## src/rtl/envelope_follower.sv

```systemverilog
// -----------------------------------------------------------------------------
// envelope_follower
//
// Per-band envelope detector for the vocoder analysis path. Each incoming
// band-pass sample is rectified (with saturation of the most negative code)
// and used to move that band's stored envelope toward it. The envelope rises
// with a fast attack shift and falls with a slow release shift. All bands
// share one two-stage pipeline; the per-band state lives in a register array.
//
// Ports
//   clk_in     : system clock
//   rst_in     : synchronous active-high reset (clears state and pipeline)
//   sample_in  : signed band-pass sample, WIDTH bits
//   band_in    : band index of sample_in
//   valid_in   : sample_in/band_in valid this cycle (no backpressure)
//   env_out    : unsigned envelope of band_out, WIDTH-1 bits
//   band_out   : band index of env_out
//   valid_out  : one-cycle strobe, two cycles after the matching valid_in
// -----------------------------------------------------------------------------
module envelope_follower #(
   parameter int WIDTH         = 24,
   parameter int NUM_BANDS     = 16,
   parameter int ATTACK_SHIFT  = 4,
   parameter int RELEASE_SHIFT = 10
) (
   input  logic                         clk_in,
   input  logic                         rst_in,
   input  logic [WIDTH-1:0]             sample_in,
   input  logic [$clog2(NUM_BANDS)-1:0] band_in,
   input  logic                         valid_in,
   output logic [WIDTH-2:0]             env_out,
   output logic [$clog2(NUM_BANDS)-1:0] band_out,
   output logic                         valid_out
);

   localparam int BW = $clog2(NUM_BANDS);
   localparam int EW = WIDTH - 1;
   localparam logic [EW-1:0] ENV_MAX = {EW{1'b1}};

   // Per-band envelope state
   logic [EW-1:0]        env_mem [NUM_BANDS];
   logic [NUM_BANDS-1:0] band_we;

   // Stage 1 registers
   logic                 s1_valid_reg;
   logic [BW-1:0]        s1_band_reg;
   logic [EW-1:0]        s1_abs_reg;
   logic [EW-1:0]        s1_env_reg;

   // Combinational signals
   logic [WIDTH-1:0]     neg_sample;
   logic [EW-1:0]        abs_value;
   logic [EW-1:0]        env_rd;
   logic signed [WIDTH:0]   diff;
   logic signed [WIDTH:0]   step;
   logic signed [WIDTH+1:0] sum;
   logic [EW-1:0]        env_next;

   // Rectifier: the most negative code has no positive twin, so it saturates.
   // Its negation wraps back to itself, which shows up as the sign bit still set.
   always_comb begin
      neg_sample = '0 - sample_in;
      if (!sample_in[WIDTH-1])
         abs_value = sample_in[EW-1:0];
      else if (neg_sample[WIDTH-1])
         abs_value = ENV_MAX;
      else
         abs_value = neg_sample[EW-1:0];
   end

   // Stage 2 arithmetic. Both operands fit in EW bits, so a WIDTH+1-bit signed
   // difference cannot overflow; the sum gets one more bit for the clamp test.
   always_comb begin
      diff = $signed({2'b00, s1_abs_reg}) - $signed({2'b00, s1_env_reg});
      if (!diff[WIDTH] && (diff != '0))
         step = diff >>> ATTACK_SHIFT;
      else
         step = diff >>> RELEASE_SHIFT;
      sum = $signed({3'b000, s1_env_reg}) + $signed({step[WIDTH], step});
      if (sum[WIDTH+1])
         env_next = '0;
      else if (sum[WIDTH:EW] != '0)
         env_next = ENV_MAX;
      else
         env_next = sum[EW-1:0];
   end

   // Stage 1 read. When stage 2 is about to write the same band, the array
   // still holds the stale value, so take the value being written instead.
   always_comb begin
      if (s1_valid_reg && (s1_band_reg == band_in))
         env_rd = env_next;
      else
         env_rd = env_mem[band_in];
   end

   // One write-enable per band entry
   generate
      for (genvar gi = 0; gi < NUM_BANDS; gi++) begin : g_band_we
         assign band_we[gi] = s1_valid_reg && (s1_band_reg == BW'(gi));
      end
   endgenerate

   always_ff @(posedge clk_in) begin
      if (rst_in) begin
         for (int i = 0; i < NUM_BANDS; i++)
            env_mem[i] <= '0;
      end else begin
         for (int i = 0; i < NUM_BANDS; i++)
            if (band_we[i])
               env_mem[i] <= env_next;
      end
   end

   // Pipeline and output registers
   always_ff @(posedge clk_in) begin
      if (rst_in) begin
         s1_valid_reg <= 1'b0;
         s1_band_reg  <= '0;
         s1_abs_reg   <= '0;
         s1_env_reg   <= '0;
         valid_out    <= 1'b0;
         env_out      <= '0;
         band_out     <= '0;
      end else begin
         s1_valid_reg <= valid_in;
         if (valid_in) begin
            s1_band_reg <= band_in;
            s1_abs_reg  <= abs_value;
            s1_env_reg  <= env_rd;
         end
         valid_out <= s1_valid_reg;
         // Outputs hold their last values between strobes
         if (s1_valid_reg) begin
            env_out  <= env_next;
            band_out <= s1_band_reg;
         end
      end
   end

endmodule

```

## config.mk

```make
export PLATFORM = sky130hd
export DESIGN_NAME = envelope_follower
export DESIGN_NICKNAME = d
export VERILOG_FILES = /design/src/rtl/envelope_follower.sv
export SDC_FILE = /design/constraint.sdc
export NUM_CORES = 1
export LEC_CHECK = 0
export CELL_PAD_IN_SITES_DETAIL_PLACEMENT = 1
export CELL_PAD_IN_SITES_GLOBAL_PLACEMENT = 2
export CORE_MARGIN = 2
export CORE_UTILIZATION = 26
export CTS_BUF_LIST = sky130_fd_sc_hd__clkbuf_8
export DETAILED_ROUTE_END_ITERATION = 12
export PLACE_DENSITY = 0.62
export RECOVER_POWER = 50
export SLEW_MARGIN = 15
export SYNTH_ARGS = -nofsm -noshare
export SYNTH_HDL_FRONTEND = slang
export SYNTH_SLANG_ARGS = --single-unit
```

## constraint.sdc

```tcl
create_clock -name clk_in -period 7.1 [get_ports clk_in]
set_input_delay 1.42 -clock clk_in [delete_from_list [all_inputs] [get_ports clk_in]]
set_output_delay 1.42 -clock clk_in [all_outputs]
set_load 0.02 [all_outputs]
```

=== Yosys cells after proc, flatten, opt, wreduce, memory -nomap -nowiden ===
Memories as Yosys holds them, arrays and structs flattened.
Cells that the tools add are included.

* Memory bits (writable): 368
* Memories: 1
* Register bits: 79
* Logic and storage cells: 137

{| class="wikitable"
|+ Memory list
! name !! depth !! width !! rd ports !! clocked after Yosys merged registers in !! write ports !! line !! RTL
|-
| env_mem || 16 || 23 || 1 || 0 || 16 || 41 || <nowiki>logic [EW-1:0] env_mem [NUM_BANDS];</nowiki>
|}

* Add/subtract/negate cells: 3
* Equal/unequal tests: 16
* Reductions and logical operators: 22
* Multiplexer cells: 72
* Bitwise gates (word level): 16

{| class="wikitable"
|+ Operators with widths
! cell !! count
|-
| 2-to-1 mux 23 bit || 21
|-
| 2-to-1 mux 1 bit || 50
|-
| equality test 4 bit (second input constant) || 8
|-
| adder 24 x 20 -> 25 bit || 1
|-
| nonzero test 25 bit || 1
|-
| subtractor 1 x 24 -> 24 bit (first input constant) || 1
|-
| subtractor 23 x 23 -> 24 bit || 1
|-
| 2-to-1 mux 19 bit || 1
|-
| logical AND 1 bit || 18
|-
| equality test 4 x 3 -> 1 bit (second input constant) || 4
|-
| OR 1 bit || 16
|-
| equality test 4 x 2 -> 1 bit (second input constant) || 2
|-
| equality test 4 x 1 -> 1 bit (second input constant) || 1
|-
| equality test 4 bit || 1
|-
| logical NOT 4 bit || 1
|-
| nonzero test 2 bit || 1
|-
| logical NOT 1 bit || 1
|}

=== Logic depth before layout (Yosys ltp) ===
Gate-level depths: netlist of the first run.

* Word-level depth: 9
* Depth in mapped cells: 27
* Depth with buffers taken out: 23

=== Least setup slack after synthesis of the first run ===
OpenSTA, ideal clock, no wires.

* Path kind: reg-to-reg
* From: register s1_env_reg[4]
* To: memory env_mem[10][22] (netlist bit) (data pin)
* Setup time: 0.268 ns
* Stages on the path, launching flop included: 24
* Clock period less this slack: 5.257 ns
* Required time: 6.832 ns
* Setup slack: 1.843 ns
* Arrival: 4.990 ns
* Cell sequence: dfxtp_1 -> inv_1 -> ha_1 -> a21oi_1 -> and2_1 -> a2111o_1 -> a21oi_2 -> o311a_4 -> or2_1 -> buf_4 -> clkbuf_1 -> mux2_2 -> ha_1 -> o211ai_1 -> o211ai_1 -> or4b_1 -> a31oi_1 -> o41ai_2 -> nor3_4 -> nor2_4 -> buf_4 -> o211ai_1 -> buf_2 -> inv_1

{| class="wikitable"
|+ RTL lines
! what !! line !! RTL
|-
| from (decl) || 48 || <nowiki>logic [EW-1:0] s1_env_reg;</nowiki>
|-
| from (signal assigned) || 130 || <nowiki>s1_env_reg <= env_rd;</nowiki>
|-
| to (decl) || 41 ||
|}

==> results of run 1 <==
-- synthesized netlist by cell type (3+ instances only) --
cell	instances	area [µm²]
edfxtp_1	368	11100
a22o_1	6	52.6
ha_1	48	601
mux4_2	115	2590
and2_1	5	31.3
a21o_1	16	120
mux2i_1	11	110
buf_2	24	120
nand4_1	5	31.3
nor3_1	13	65.1
mux2_2	3	33.8
o31ai_1	6	45.0
clkbuf_1	63	236
o21a_1	8	60.1
xnor2_1	23	201
a211oi_1	30	225
a21oi_1	61	305
o22ai_1	3	18.8
or3_1	7	43.8
o211ai_1	14	105
nor2_1	276	1040
o21ai_0	69	345
or2_2	4	25.0
buf_1	11	41.3
o41ai_1	3	26.3
buf_6	12	135
xor2_1	35	307
a31oi_1	11	68.8
a221o_1	6	60.1
nand3_1	22	110
nor2b_1	30	188
dfxtp_1	79	1580
nand2_1	82	308
inv_1	61	229
nand2b_1	12	75.1
nor2_2	9	56.3
o211ai_4	10	213
and3_1	3	18.8
-- cell type report --
type,instances,area [µm²]
flip-flops and latches,447,12600
inverters,62,233
repair buffers,109,946
clock buffers,84,1160
diodes,2,5.00
clock inverters,52,287
well taps,1060,1330
multi-input cells,985,7920
fillers,8751,56300
-- layout by cell type, fill, tap and decap left out, types with 23 or more instances in the layout --
cell | synthesis | layout
buf_4 | 2 | 39
inv_1 | 61 | 88
clkdlybuf4s50_1 | 0 | 26
nor2_1 | 276 | 275
ha_1 | 48 | 48
o21ai_0 | 69 | 66
nand2_1 | 82 | 82
xnor2_1 | 23 | 23
nor2b_1 | 30 | 30
a21oi_1 | 61 | 61
mux4_2 | 115 | 115
a211oi_1 | 30 | 30
clkbuf_8 | 0 | 84
edfxtp_1 | 368 | 368
dfxtp_1 | 79 | 79
dlygate4sd3_1 | 0 | 30
xor2_1 | 35 | 35
-- kinds of logic after synthesis --
| group | count (synthesis) | share of synthesized area [%] |
|---|---|---|
| AND/OR/NAND/NOR | 481 | 9.90 |
| flip-flops | 447 | 59.3 |
| AO/OA/AOI/OAI | 266 | 8.77 |
| buffers and inverters | 175 | 3.76 |
| multiplexers | 129 | 12.8 |
| XOR/XNOR | 59 | 2.46 |
| adder cells (fa/ha/maj) | 50 | 3.01 |
-- layer usage --
| metal | routed length, µm | vias up |
|---|---|---|
| met5 | 0 | - |
| met4 | 1710 | 0 |
| met3 | 3760 | 100 |
| met2 | 32400 | 346 |
| met1 | 28800 | 7054 |
| li1 | - | 6128 |
-- power by group --
group	internal [mW]	total, mW	switching, mW	leakage, nW
sequential	3.25	3.36	0.106	4.44
combinational	0.770	2.25	1.49	3.54
clock	1.14	2.25	1.11	0.836
-- stage by stage --
step,setup WS [ps],instances
detailed placement,661,2663
floorplan,1840,1607
CTS,642,2799
global placement,726,2663
global route,222,2800
finish,648,2801
-- worst reg2reg max path: cells and delay by family, from the launching register on --
kind	cells	cell delay, ps
compound gates	9	2590
simple gates	4	1090
fa+ha+maj	3	910
buf+inv	4	810
flops	1	370
mux	1	280
xor+xnor	1	200
-- how the worst max path moves through the flow --
stage,startpoint,to,slack (ps),cells past startpoint
5_1_grt,s1_env_reg[1],env_mem[12][21],220,22
3_3_place_gp,s1_env_reg[12],env_mem[12][21],730,22
4_1_cts,s1_env_reg[1],env_mem[12][21],640,22
6_report,s1_env_reg[1],env_mem[12][21],650,22
3_5_place_dp,s1_env_reg[1],env_mem[13][5],660,22
2_1_floorplan,s1_env_reg[4],env_mem[10][22],1840,23
==> out/results.ini, run 1 <==
[sta]
fin_worst_skew_ps = 38.7
rsz0062_at_grt = false
setup_tns_ps = 0
timing_hold_violations_final = 0
fmaxAchievable_mhz = 155
drv_slew = 326
whs_ps = 454
final.min_clock_period_ps = 6450
worst_slew_pin_slew_ps = 2850
setup_viol = 0
maxSlewHeadroom_pct = -91.4
finalCritPeriodShare_pct = 90.9

[clock_tree]
clk_pin_slew_ps = 60
cts_buffers = 80
cts_sinks = 447
clk_latency_ps = 680
clock_tree.buffer_depth = 3
postCtsHoldBufs = 0
htreeDepth = 3
post_cts_buffers = 0
root_buffer = clkbuf_8
post_cts_resized = 0
cts_tree = built

[drt]
via_per_inst = 4.87
drc_errors = 0
postRouteWirelength_mm = 66.7
drtAntennaViolNets = 0
drt_iter0_drc = 1005
vias = 13600
wl_per_cell_um = 23.8
drt_pass1_iterations = 5

[worst_hold_path]
min_to = env_out[12]
hold-path-cell-count = 2
hold_path.class = flop to flop
min_from = env_out[12]

[global_routing]
grt.overflow.total = 0
grt_pass1_wl_mm = 99.7
grt_pass1_vias = 14900
grt.busiest_layer = met2
gr-usage-met2_pct = 27.0
grt_antenna_before_repair = 5
grt_max_degree = 53
grt_use_met1_pct = 20.6
grt_util_met3_pct = 3.42
grt.total_usage_pct = 16.0

[setup_path]
r2r-start = s1_env_reg[1]
arrival_ps = 6930
crit_path_end_kind = flop
cp_slowest_cell = o21ai_0
crit_family = compound AO/OA/AOI/OAI gates
crit_chain = inv_1 -> ha_1 -> nor2b_1 -> o31ai_2 -> a2111o_1 -> a21oi_2 -> o311a_4 -> or2_1 -> mux2_2 -> ha_1 -> inv_1 -> fa_1 -> nor2b_1 -> o211ai_1 -> a31oi_1 -> o21a_1 -> a21oi_1 -> o21ai_0 -> xor2_4 -> buf_12 -> nand3_1 -> inv_1
path_common_cell = inv_1
ff2ff_path_depth = 22
startpoint_type = flop
cp_slowest_stage_delay_ps = 610
worstSetupPathType = flop to flop
cp_max_fo = 29
cp.required_ps = 7580
cp_num_buf_inv = 4
r2r_end = env_mem[12][21]
ff2ff_setup_slack_ps = 650

[synthesis]
yosysWarnings = 0
synth_nets = 1688
yosys_most_used_dff = edfxtp_1
synth_edf_count = 368
synth.avg_cell_area_um2 = 13.3
synthArstFlopShare_pct = 0
postSynthCellCount = 1607
synth_seq_area_share_pct = 59.3
ys_types = 70
netlist_area_um2 = 21300
synth_seq_cells = 447

[pwr]
ir_drop_mv = 0.129
power_density_nw_per_um2 = 321
finalPower_mw = 7.86
total_leakage_power_nw = 8.82

[placement]
place_hpwl_mm = 43.6
place_congestion = 0.779
dpl_cell_area_um2 = 23100
portBuffers = 58

[run]
drv_cap = 15

[cells_and_area]
largest_reg_flops = 368
postLayoutCellArea_um2 = 24500
regMostFlops = env_mem
drive_gt1_share_pct = 17.2
final_nets = 1766
fin_util_pct = 30.3
area_delta_synth_final_pct = 15.0

[floorplan]
io_pins = 59
rows = 104
core_area_um2 = 80800
die_w_um = 290
initial_core_util_pct = 26.4
dieArea_um2 = 84300
die_h_um = 290

[status]
violations = capacitance limit, slew limit
status = finished with violations

No activity file was read; power rests on OpenSTA's default activity.
==> run 2: changes to the inputs <==
--- a/config.mk
+++ b/config.mk
@@ -11,7 +11,7 @@
 export CORE_UTILIZATION = 26
 export CTS_BUF_LIST = sky130_fd_sc_hd__clkbuf_8
 export DETAILED_ROUTE_END_ITERATION = 12
-export PLACE_DENSITY = 0.62
+export PLACE_DENSITY = 0.64
 export RECOVER_POWER = 50
 export SLEW_MARGIN = 15
 export SYNTH_ARGS = -nofsm -noshare
==> constraint.sdc (replaced) <==
create_clock -name clk_in -period 5.3 [get_ports clk_in]
set_input_delay 1.06 -clock clk_in [delete_from_list [all_inputs] [get_ports clk_in]]
set_output_delay 1.06 -clock clk_in [all_outputs]
set_load 0.02 [all_outputs]
==> out/results.ini, run 2 (synthesis results as in run 1) <==
[status]
status = finished with violations
violations = capacitance limit, slew limit

[sta]
maxSlewHeadroom_pct = -60.0  ; +31 points
setup_viol = 0  ; unchanged
worst_slew_pin_slew_ps = 2400  ; -446 ps
final.min_clock_period_ps = 5290  ; -1160 ps
finalCritPeriodShare_pct = 99.8  ; +9.0 points
rsz0062_at_grt = true
setup_tns_ps = 0  ; unchanged
whs_ps = 466  ; +12.1 ps
fmaxAchievable_mhz = 189  ; +22%
fin_worst_skew_ps = 58.8  ; +20.1 ps
drv_slew = 191  ; -41%
timing_hold_violations_final = 0  ; unchanged

[cells_and_area]
regMostFlops = env_mem
regArea_um2 = 12700  ; +0.17%
largest_reg_flops = 368  ; unchanged
multi_input_area_um2 = 8420  ; +6.4%
final_common_cell = edfxtp_1
final_cells = 3061  ; +9.3%
area_delta_synth_final_pct = 28.3
drive_gt1_share_pct = 32.4  ; +15 points
fillers = 8643  ; -1.2%
layout_common_cells = 368 x edfxtp_1, 272 x nor2_1, 255 x buf_4, 115 x mux4_2
final_nets = 2024  ; +15%

[global_routing]
grt_pass1_vias = 16300  ; +9.4%
grt.overflow.total = 0  ; unchanged
grt_pass1_wl_mm = 107  ; +7.4%
grt.total_usage_pct = 17.1  ; +1.2 points
grt_antenna_before_repair = 3  ; -2
grt_max_degree = 49  ; -7.5%

[setup_path]
r2r-start = s1_env_reg[2]
setup.worst_path.start = s1_env_reg[2]
cp_max_fo = 12  ; -59%
cp_slowest_stage_delay_ps = 580  ; -30 ps
crit_path_end_kind = flop
cp_num_buf_inv = 9  ; +5
path_common_cell = buf_4
cp_slowest_cell = or4b_4
cp.required_ps = 5660  ; -1920 ps
crit_family = compound AO/OA/AOI/OAI gates
startpoint_type = flop
worstSetupPathType = flop to flop
arrival_ps = 5650  ; -1280 ps

[drt]
drt_pass1_iterations = 5  ; unchanged
wl_met3_mm = 4.04  ; +7.5%
routed.top_layer = met4
wl_met1_mm = 30.5  ; +5.8%
vias = 14900  ; +9.6%
dr_wl_met2_mm = 36.2  ; +11%
drtAntennaViolNets = 0  ; unchanged
via_per_inst = 4.88  ; +0.34%
postRouteWirelength_mm = 72.4  ; +8.5%
drc_errors = 0  ; unchanged
drt_iter0_drc = 1060  ; +5.5%
wl_per_cell_um = 23.6  ; -0.75%

[placement]
place_hpwl_mm = 46.6  ; +6.9%
post-place-cells = 2873  ; +7.9%
place_congestion = 0.815  ; +4.6%
portBuffers = 58  ; unchanged

[pwr]
total_leakage_power_nw = 10.2  ; +16%
ir_drop_mv = 0.166  ; +29%
power_density_nw_per_um2 = 439  ; +37%

[clock_tree]
cts_sinks = 447  ; unchanged
root_buffer = clkbuf_8
htreeDepth = 3  ; unchanged
clk_pin_slew_ps = 60  ; about the same
cts_tree = built
cts_buffers = 79  ; -1.3%
postCtsHoldBufs = 0  ; unchanged
clock_tree.buffer_depth = 3  ; unchanged
clk_latency_ps = 690  ; about the same

[floorplan]
core_area_um2 = 80800  ; unchanged
die_w_um = 290  ; unchanged
initial_core_util_pct = 26.4  ; unchanged
dieArea_um2 = 84300  ; unchanged
io_pins = 59  ; unchanged
rows = 104  ; unchanged
die_h_um = 290  ; unchanged

[run]
drv_cap = 10  ; -5

[worst_hold_path]
hold_path.class = flop to flop
min_from = env_out[5]

==> run 2: stage by stage <==
step | util (%) | setup slack, ps | power, mW | area [µm²]
after detailed placement | 30.7 | -926 | 8.28 | 24800
after global routing | 33.8 | -266 | 12.6 | 27300
after floorplan | - | 42.6 | 6.53 | 21300
final | 33.8 | 8.05 | 12.0 | 27300
after CTS | 33.6 | 6.24 | 11.9 | 27100
after global placement | 30.7 | -785 | 8.20 | 24800
==> run 2: worst min-delay path, delay by kind of cell (launching register included) <==
family             cells  cell delay (ps)
DFF                    1              330
AOI/OAI and AO/OA      1               60
and+or+nand+nor        1               50
==> run 2: path summary, 6_finish.rpt <==
path | end | slack (ps) | cells after the start
setup / recovery | env_mem[5][4] | 8 | 26
setup reg to reg | env_mem[5][4] | 8 | 26
hold / removal | env_out[5] | 470 | 2
hold reg to reg | env_out[5] | 470 | 2
==> run 2: per-layer routing <==
metal  track usage [%]  vias up
met2              29.8      437
met5                 0        -
li1                  -     6648
met1              21.9     7745
met3              2.78      113
met4              4.80        0
==> run 2: what timing repair did <==
action	in CTS	in global routing
gates resized for setup	112	57
gates cloned	7	2
setup buffers	33	8
pin swaps	43	35
setup endpoints to repair	414	414
==> run 2: where the power goes <==
group          leakage [nW]  switching, mW  internal [mW]  total [mW]
logic                  4.87           2.33           2.03        4.35
registers              4.45          0.148           4.35        4.50
clock network         0.870           1.50           1.64        3.14
==> run 2: final cells by class <==
class / count / area share [%]
Sequential cell: 447 / 46.3
Multi-Input combinational cell: 986 / 30.8
Timing Repair Buffer: 367 / 11.6
Tap cell: 1060 / 4.85
Clock buffer: 81 / 4.08
Clock inverter: 56 / 1.46
Inverter: 62 / 0.892
Antenna cell: 2 / 0.0183
==> run 3: changes to the inputs <==
--- a/config.mk
+++ b/config.mk
@@ -11,6 +11,7 @@
 export CORE_UTILIZATION = 26
 export CTS_BUF_LIST = sky130_fd_sc_hd__clkbuf_8
 export DETAILED_ROUTE_END_ITERATION = 12
+export MAX_ROUTING_LAYER = met4
 export PLACE_DENSITY = 0.64
 export RECOVER_POWER = 50
 export SLEW_MARGIN = 15
==> out/results.ini, run 3 (synthesis results as in run 1) <==
[floorplan]
initial_core_util_pct = 26.4  ; unchanged
io_pins = 59  ; unchanged
die_h_um = 290  ; unchanged
rows = 104  ; unchanged
core_area_um2 = 80800  ; unchanged
dieArea_um2 = 84300  ; unchanged
die_w_um = 290  ; unchanged

[cells_and_area]
layout_common_cells = 368 x edfxtp_1, 272 x nor2_1, 254 x buf_4, 115 x mux4_2
final_cells = 3059  ; -0.065%
regMostFlops = env_mem
final_nets = 2024  ; unchanged
final_common_cell = edfxtp_1
n_antenna_cell = 0  ; -2
drive_gt1_share_pct = 32.4  ; unchanged
largest_reg_flops = 368  ; unchanged
area_delta_synth_final_pct = 28.3  ; about the same

[drt]
drc_errors = 0  ; unchanged
drt_pass1_iterations = 5  ; unchanged
drt_iter0_drc = 1081  ; +2.0%
drtAntennaViolNets = 0  ; unchanged
via_per_inst = 4.88  ; about the same
vias = 14900  ; -0.094%
postRouteWirelength_mm = 72.3  ; -0.11%
wl_per_cell_um = 23.6  ; about the same

[setup_path]
worstSetupPathType = flop to flop
cp_slowest_cell = or4b_4
cp_num_buf_inv = 9  ; unchanged
arrival_ps = 5680  ; +30 ps
startpoint_type = flop
ff2ff_path_depth = 28  ; +7.7%
crit_path_end_kind = flop
cp_slowest_stage_delay_ps = 580  ; about the same
cp.required_ps = 5690  ; +30 ps
critical_path_depth = 28  ; +7.7%
path_common_cell = buf_4
cp_max_fo = 6  ; -6
crit_family = buffers and inverters
ff2ff_setup_slack_ps = 10  ; about the same

[placement]
place_hpwl_mm = 46.6  ; unchanged
portBuffers = 58  ; unchanged
place_congestion = 0.827  ; +1.5%
post-place-cells = 2873  ; unchanged

[clock_tree]
clock_tree.buffer_depth = 3  ; unchanged
clk_pin_slew_ps = 50  ; about the same
postCtsHoldBufs = 0  ; unchanged
cts_tree = built
htreeDepth = 3  ; unchanged
clk_latency_ps = 690  ; about the same
root_buffer = clkbuf_8
cts_buffers = 79  ; unchanged
cts_sinks = 447  ; unchanged

[global_routing]
grt.overflow.total = 0  ; unchanged
gr-usage-met2_pct = 29.8  ; about the same
grt_pass1_vias = 16300  ; -0.0061%
grt_util_met3_pct = 2.71  ; -0.076 points
grt_use_met1_pct = 21.9  ; about the same
grt_max_degree = 49  ; unchanged
grt_antenna_before_repair = 3  ; unchanged
grt.busiest_layer = met2
grt_pass1_wl_mm = 107  ; about the same
grt.total_usage_pct = 17.6  ; +0.52 points

[sta]
maxSlewHeadroom_pct = -60.0  ; +0.067 points
setup_viol = 0  ; unchanged
rsz0062_at_grt = true
fin_worst_skew_ps = 56.1  ; -2.70 ps
worst_slew_pin_slew_ps = 2400  ; -0.999 ps
drv_slew = 191  ; unchanged
finalCritPeriodShare_pct = 99.8  ; about the same
fmaxAchievable_mhz = 189  ; about the same
timing_hold_violations_final = 0  ; unchanged
final.min_clock_period_ps = 5290  ; -4.77 ps

[status]
status = finished with violations
violations = capacitance limit, slew limit

[pwr]
p_seq_share_pct = 37.5  ; about the same
pwr-share-comb_pct = 36.4  ; about the same
internal_power_mw = 8.01  ; about the same
clkPwrFrac_pct = 26.1  ; about the same
total_leakage_power_nw = 10.2  ; about the same
power_density_nw_per_um2 = 439  ; about the same
switchingPower_mw = 3.98  ; about the same
ir_drop_mv = 0.167  ; +0.33%
netSwitchingFraction_pct = 33.2  ; about the same
finalPower_mw = 12.0  ; about the same

[run]
drv_cap = 10  ; unchanged

[worst_hold_path]
hold_path.class = flop to flop
hold-path-cell-count = 2  ; unchanged

run 3: changes by cell type in the layout (fill, tap and decap cells not counted), sizes merged:
cell	previous run	this run
diode	2	0
run 3: stage by stage:
stage	setup slack [ps]	hold WS [ps]	cell area, µm²	setup TNS (ps)	util (%)
floorplan	42.6	450	21300	0	-
global placement	-785	447	24800	-194640	30.7
detailed placement	-926	457	24800	-235510	30.7
CTS	6.24	473	27100	0	33.6
global route	-264	509	27300	-53610	33.8
finish	12.8	466	27300	0	33.8
run 3: cell type report:
class	count	area, µm²
clock buffer	81	1110
timing repair buffer	367	3180
clock inverter	56	399
multi-input combinational	986	8420
tap	1060	1330
fill	8645	53500
inverter	62	244
sequential	447	12700
run 3: routing by layer:
layer  wire, µm  vias up
li1           -     6649
met1      31200     7776
met2      36100      383
met3       3320      121
met4       1730        0
met5          0        -
run 3: power by group through the flow:
stage / clock network, mW / registers [mW] / logic, mW
after floorplan: 0 / 4.54 / 2.00
after detailed placement: 0 / 4.57 / 3.71
final: 3.14 / 4.50 / 4.36
after global routing: 3.36 / 4.54 / 4.68
after CTS: 3.23 / 4.50 / 4.21
after global placement: 0 / 4.53 / 3.67
run 3: path summary, 6_finish.rpt:
path                    endpoint            from
setup / recovery  env_mem[9][22]  s1_env_reg[11]
hold / removal        env_out[5]      env_out[5]
setup reg to reg  env_mem[9][22]  s1_env_reg[11]
hold reg to reg       env_out[5]      env_out[5]
run 3: worst min-delay path, stage by stage (launching register included):
cell and delay, ps:
dfxtp_1 330, nand2_1 50, o21ai_0 60
run 3: timing repair:
action,4_1_cts,5_1_grt
setup endpoints to repair,414,414
hold endpoints to repair,0,0
pin swaps,43,37
resized for setup,112,58
gates cloned,7,2
setup buffers,33,8
